==> src/rtl/decade_sweep_arbiter.sv <==
// decade_sweep_arbiter: four requesters share one 1..LIMIT sweep counter.
// Each grantee owns the counter for one full, non-preemptible sweep.
// Ownership rotates round-robin at sweep boundaries.
module decade_sweep_arbiter #(
   parameter int unsigned LIMIT = 10
) (
   input  logic       clk,
   input  logic       reset,
   input  logic [3:0] req,
   input  logic       hold,
   output logic [3:0] grant,
   output logic [3:0] q,
   output logic       last,
   output logic       busy
);

   localparam logic [3:0] LIM = 4'(LIMIT);

   typedef enum logic {
      IDLE = 1'b0,
      RUN  = 1'b1
   } state_t;

   state_t     state_q, state_d;
   logic [3:0] cnt_q,   cnt_d;
   logic [3:0] grant_q, grant_d;
   logic [1:0] ptr_q,   ptr_d;
   logic       busy_q,  busy_d;

   logic [1:0] win;
   logic       win_found;

   // Round-robin search starting one past the most recent grantee
   always_comb begin
      win       = ptr_q;
      win_found = 1'b0;
      for (int unsigned i = 1; i <= 4; i++) begin
         logic [1:0] idx;
         idx = ptr_q + 2'(i);
         if (!win_found && req[idx]) begin
            win       = idx;
            win_found = 1'b1;
         end
      end
   end

   // Next-state logic: sweep sequencing and grant handover
   always_comb begin
      state_d = state_q;
      cnt_d   = cnt_q;
      grant_d = grant_q;
      ptr_d   = ptr_q;
      busy_d  = busy_q;
      if (!hold) begin
         unique case (state_q)
            IDLE: begin
               if (win_found) begin
                  state_d = RUN;
                  cnt_d   = 4'd1;
                  grant_d = 4'b0001 << win;
                  ptr_d   = win;
                  busy_d  = 1'b1;
               end else begin
                  cnt_d   = '0;
                  grant_d = '0;
                  busy_d  = 1'b0;
               end
            end
            RUN: begin
               if (cnt_q < LIM) begin
                  cnt_d = cnt_q + 4'd1;
               end else if (win_found) begin
                  // back-to-back sweep, no idle cycle in between
                  cnt_d   = 4'd1;
                  grant_d = 4'b0001 << win;
                  ptr_d   = win;
               end else begin
                  state_d = IDLE;
                  cnt_d   = '0;
                  grant_d = '0;
                  busy_d  = 1'b0;
               end
            end
            default: begin
               state_d = IDLE;
               cnt_d   = '0;
               grant_d = '0;
               busy_d  = 1'b0;
            end
         endcase
      end
   end

   // State registers with synchronous active-high reset
   always_ff @(posedge clk) begin
      if (reset) begin
         state_q <= IDLE;
         cnt_q   <= '0;
         grant_q <= '0;
         ptr_q   <= 2'd3;
         busy_q  <= 1'b0;
      end else begin
         state_q <= state_d;
         cnt_q   <= cnt_d;
         grant_q <= grant_d;
         ptr_q   <= ptr_d;
         busy_q  <= busy_d;
      end
   end

   assign grant = grant_q;
   assign q     = cnt_q;
   assign busy  = busy_q;
   assign last  = busy_q && (cnt_q == LIM);

endmodule

==> config.mk <==
export PLATFORM = sky130hd
export DESIGN_NAME = decade_sweep_arbiter
export DESIGN_NICKNAME = d
export VERILOG_FILES = /design/src/rtl/decade_sweep_arbiter.sv
export SDC_FILE = /design/constraint.sdc
export NUM_CORES = 1
export LEC_CHECK = 0
export CELL_PAD_IN_SITES_DETAIL_PLACEMENT = 0
export CELL_PAD_IN_SITES_GLOBAL_PLACEMENT = 1
export CORE_ASPECT_RATIO = 0.7
export CORE_MARGIN = 4
export CORE_UTILIZATION = 30
export DETAILED_ROUTE_END_ITERATION = 8
export GPL_ROUTABILITY_DRIVEN = 0
export PLACE_DENSITY = 0.68
export SLEW_MARGIN = 20
export SYNTH_ARGS = -nofsm -noshare
export SYNTH_HDL_FRONTEND = slang
export SYNTH_SLANG_ARGS = --single-unit
==> constraint.sdc <==
create_clock -name clk -period 1.2 [get_ports clk]
set_input_delay 0.12 -clock clk [delete_from_list [all_inputs] [get_ports clk]]
set_output_delay 0.12 -clock clk [all_outputs]
set_load 0.02 [all_outputs]
* After elaboration in Yosys (flattened, before gate mapping)
Cells that the tools add are included.
** Storage, ports and cells
- Register bits :: 12
- Bits of input ports :: 7
- Output and inout port bits :: 10
- Word-level logic and storage cells :: 60
** Cells by class
- $add $sub $neg :: 4
- Order comparisons :: 5
- Equal/unequal tests :: 3
- Shifts and indexed selects :: 1
- Muxes and demuxes :: 31
- Bitwise operators :: 2
- Reductions and logical operators :: 9
** Operators by type and width (count)
- case mux 4 bit (2 select lines) :: 2
- two-way mux 1 bit :: 13
- less-than comparator 2 x 3 -> 1 bit, second input constant :: 4
- two-way mux 2 bit :: 6
- two-way mux 4 bit :: 3
- binary-select mux 1 bit (select 2 bit) :: 4
- adder 2 bit, second input constant :: 2
- adder 4 x 1 -> 4 bit, second input constant :: 1
- == test 4 bit, second input constant :: 1
- logical AND 1 bit :: 4
- less-than comparator 4 bit, second input constant :: 1
- inequality test 2 bit, second input constant :: 2
- case mux 1 bit (2 select lines) :: 2
- case mux 2 bit (2 select lines) :: 1
- << shifter 1 x 2 -> 4 bit, first input constant :: 1
- logical NOT 1 bit :: 3
- AND reduction 3 bit :: 1
- adder 2 x 1 -> 2 bit, second input constant :: 1
- inverter 1 bit :: 2
- AND reduction 2 bit :: 1

* Depth between registers and ports, before layout
- Depth in word-level cells :: 17
- Mapped depth :: 5
- Depth with buffers taken out :: 5

* Worst setup path after synthesis
No wires, ideal clock.
- Path type :: reg2reg
- From :: register cnt_q[1] (netlist: q[1])
- To :: register grant_q[0] (netlist: grant[0])
- Setup time :: 92 ps
- Arrival :: 1355 ps
- Path slack :: -248 ps
- Stages on the path, launching flop included :: 5
- Path buffers :: 0
- Period minus slack after synthesis :: 1448 ps
- Cell sequence :: dfxtp_1 o21ai_2 a2111oi_4 a21bo_1 o32ai_1
** Between the ends
- Longest elaborated chain between the ends :: 3
** RTL lines
- from (decl) :: line 25 : logic [3:0] cnt_q, cnt_d;
- from (signal assigned) :: line 104 : cnt_q <= cnt_d;
- less-than comparator 4 bit :: line 70 : if (cnt_q < LIM) begin
- inequality test 2 bit (no source line)
- AND reduction 2 bit (no source line)
- to (signal assigned) :: line 105 : grant_q <= grant_d;
- to (decl) :: line 26 : logic [3:0] grant_q, grant_d;
Every way passes these cells.
A chain may end at the register's enable or synchronous reset.

* Worst setup path in the final report
- From :: register cnt_q[1] (netlist: q[1])
- To :: output last
** Between the ends
- Longest elaborated chain between the ends :: 2
** RTL lines
- == test 4 bit :: line 114 : assign last = busy_q && (cnt_q == LIM);
- logical AND 1 bit :: line 114
- to (decl) :: line 13 : output logic last,
Every way passes these cells.

==> key figures <==
Status
  • Outcome: finished, violations left
  • Violated checks: setup timing

Power
  • PwrDens: just under 900 nW/um^2
  • Total chip power: 1010 uW
  • Peak VDD IR: roughly 0.67 mV
  • Lkg Pwr: 0.000479 uW

Timing
  • Rel. slew slack: 0.727
  • Final Hold Fails: 0
  • Setup Skew: 0.00610 ns
  • Pins over their slew limit: 0
  • Max Clk Rate: 755 MHz
  • Final Cycle Share: 1.10
  • Finish-stage setup viols: 9
  • RSZ-0062 raised after global routing: true
  • Final worst slack: -0.124 ns
  • Fin crit period: 1.32 ns
  • Worst Tran Pin Value: 0.406 ns

Logic synthesis
  • Synth unique cells: 30
  • Sequential share of the synthesized area: 0.371
  • Synth Warn #: 0
  • Synth Net Count: 81
  • Ys flop type: dfxtp_1
  • Post-synth EDFFs: 0
  • Seq cells post-synth: 12
  • Post-Syn Area: 648 sq um
  • Synth async-reset ratio: 0
  • Syn avg cell area: 9.00 sq um
  • Cells after Synth: a little over 70

Critical path
  • CP delay by family, top: flip-flops
  • CP Capture Type: output port
  • WP buf/inv: 2
  • CP Cell Sequence: buf_4 -> ha_4 -> and4b_1 -> buf_6
  • CP arrival: roughly 1.2 ns
  • CP startpoint kind: flop
  • CP Data Required Time: between 1 and 1.5 ns
  • CP max stage cell: dfxtp_4
  • Critical path's largest stage delay: 0.35 ns
  • Crit Path Category: reg2out
  • Worst-path fanout max: 3

Clock network
  • Total clock sinks: 12
  • H-tree depth: 1
  • CTS Buffer Depth: 2
  • CTS tree: done
  • Clk slew on worst S/H paths: 0.07 ns
  • Clk Latency, worst-skew pair: 0.27 ns
  • CTS Buf Count: 3
  • Root Driver: clkbuf_4

Placement
  • Inst Count DP: 130
  • Detail Placement HPWL: 1.36 mm
  • Post-DP Area: ~1000 sq um
  • Port bufs: 16

Floorplanning
  • Core Area: 1950 sq um
  • Die Ht: around 47 um
  • Number of cell rows: 13
  • Die area: 2980 sq um
  • Die width: 63.6 um
  • Total I/O pin count: 17
  • Initial Util: 0.332

GRT
  • GRT Overall Usage: 0.143
  • Grt ovf: 0
  • First-pass GRT wire length: 3.22 mm
  • Largest net degree at the start of global routing: 11
  • Vias in the first global route: 650
  • Initial antenna violation count: 0

Min path
  • Worst Hold Class: reg2reg

Detailed routing
  • DRT Wirelength: 1.86 mm
  • Via density: just over 5
  • DRC Markers: 0
  • Via count: 688
  • DR WL/cell: around 14 um
  • Initial DRC count: 19
  • Antenna-violating nets left: 0
  • DRT Pass-1 Iters: 4

Final layout
  • Util after Layout: 0.587
  • Commonest non-fill, non-tap cell in the layout: buf_4
  • Leading cell types in the layout, fill and taps excluded: 22 x buf_4, 8 x inv_1, 8 x dlygate4sd2_1, 7 x nand2_1, 6 x dfxtp_1
  • Layout Nets: 124
  • Synth-to-layout area growth: 76.6%
  • ANT cells: 0
  • Final instance area: 1140 sq um
  • Layout cells sized above 1: 0.456
  • Layout Cells excl Fill: 136

Run
  • Max_cap viols: 0
-- final cells by class --
class / instances / area, sq um
sequential: 12 / 258
inverter: 8 / 30.0
tap: 22 / 27.5
clock buffer: 4 / 26.3
fill: 179 / 807
multi-input combinational: 50 / 469
timing repair buffer: 40 / 334
-- power by group --
group / internal (uW) / switching, uW
Combinational: 153 / 155
Clock: 129 / 130
Sequential: 417 / 21.9
-- Yosys cell counts (2+ instances only) --
cell | number | share of area
dfxtp_1 | 12 | 0.37
inv_1 | 8 | 0.046
nand2_1 | 7 | 0.041
a21oi_1 | 5 | 0.039
nand2b_1 | 4 | 0.039
nor3_1 | 4 | 0.031
o32ai_1 | 4 | 0.054
a211oi_1 | 2 | 0.023
a31oi_1 | 2 | 0.019
clkbuf_1 | 2 | 0.012
ha_1 | 2 | 0.039
nor2b_1 | 2 | 0.019
-- cells by family after synthesis --
logic type,synth area share
and+or+nand+nor,0.212
xor gates and xnor gates,0.0135
buffers and inverters,0.0579
DFF,0.371
AOI/OAI and AO/OA,0.307
adders and majority gates,0.0386
-- worst register-to-register path, delay by kind of cell (launching register included) --
kind                   cells  cell delay [ns]
AO/OA/AOI/OAI              4             0.81
buffers and inverters      1             0.09
flip-flops                 1             0.35
-- state kept, by name, summed over array words and instances, names as in the netlist --
| name | flops |
|---|---|
| state_q | 1 |
| ptr_q | 2 |
| q | 4 |
| busy | 1 |
| grant | 4 |
-- routing by layer --
metal  track usage  vias up  routed length [um]
li1              -      352                   -
met3        0.0574        2                  75
met2         0.183       12                 774
met4        0.0258        0                   9
met1         0.220      322                1000
met5             0        -                   0
-- worst paths after layout --
check	start	cells past startpoint	slack [ns]	to
setup / recovery	q[1]	4	-0.12	last
hold / removal	grant[2]	2	0.48	grant[2]
setup reg to reg	q[1]	5	-0.12	grant[0]
hold reg to reg	grant[2]	2	0.48	grant[2]
-- per-stage QoR --
stage | hold WS (ns) | setup WS [ns] | TNS, ns
2_1_floorplan | 0.296 | -0.00460 | -0.00460
3_3_place_gp | 0.462 | -0.492 | -3.38
3_5_place_dp | 0.459 | -0.441 | -3.44
4_1_cts | 0.475 | -0.120 | -0.581
5_1_grt | 0.486 | -0.209 | -1.52
6_report | 0.477 | -0.124 | -0.686
-- repair_timing --
item,4_1_cts,5_1_grt
hold buffers,0,0
setup endpoints to repair,18,17
buffers inserted,2,2
resized for setup,33,15
pin swaps,10,3
(Power assumes the default switching activity.)
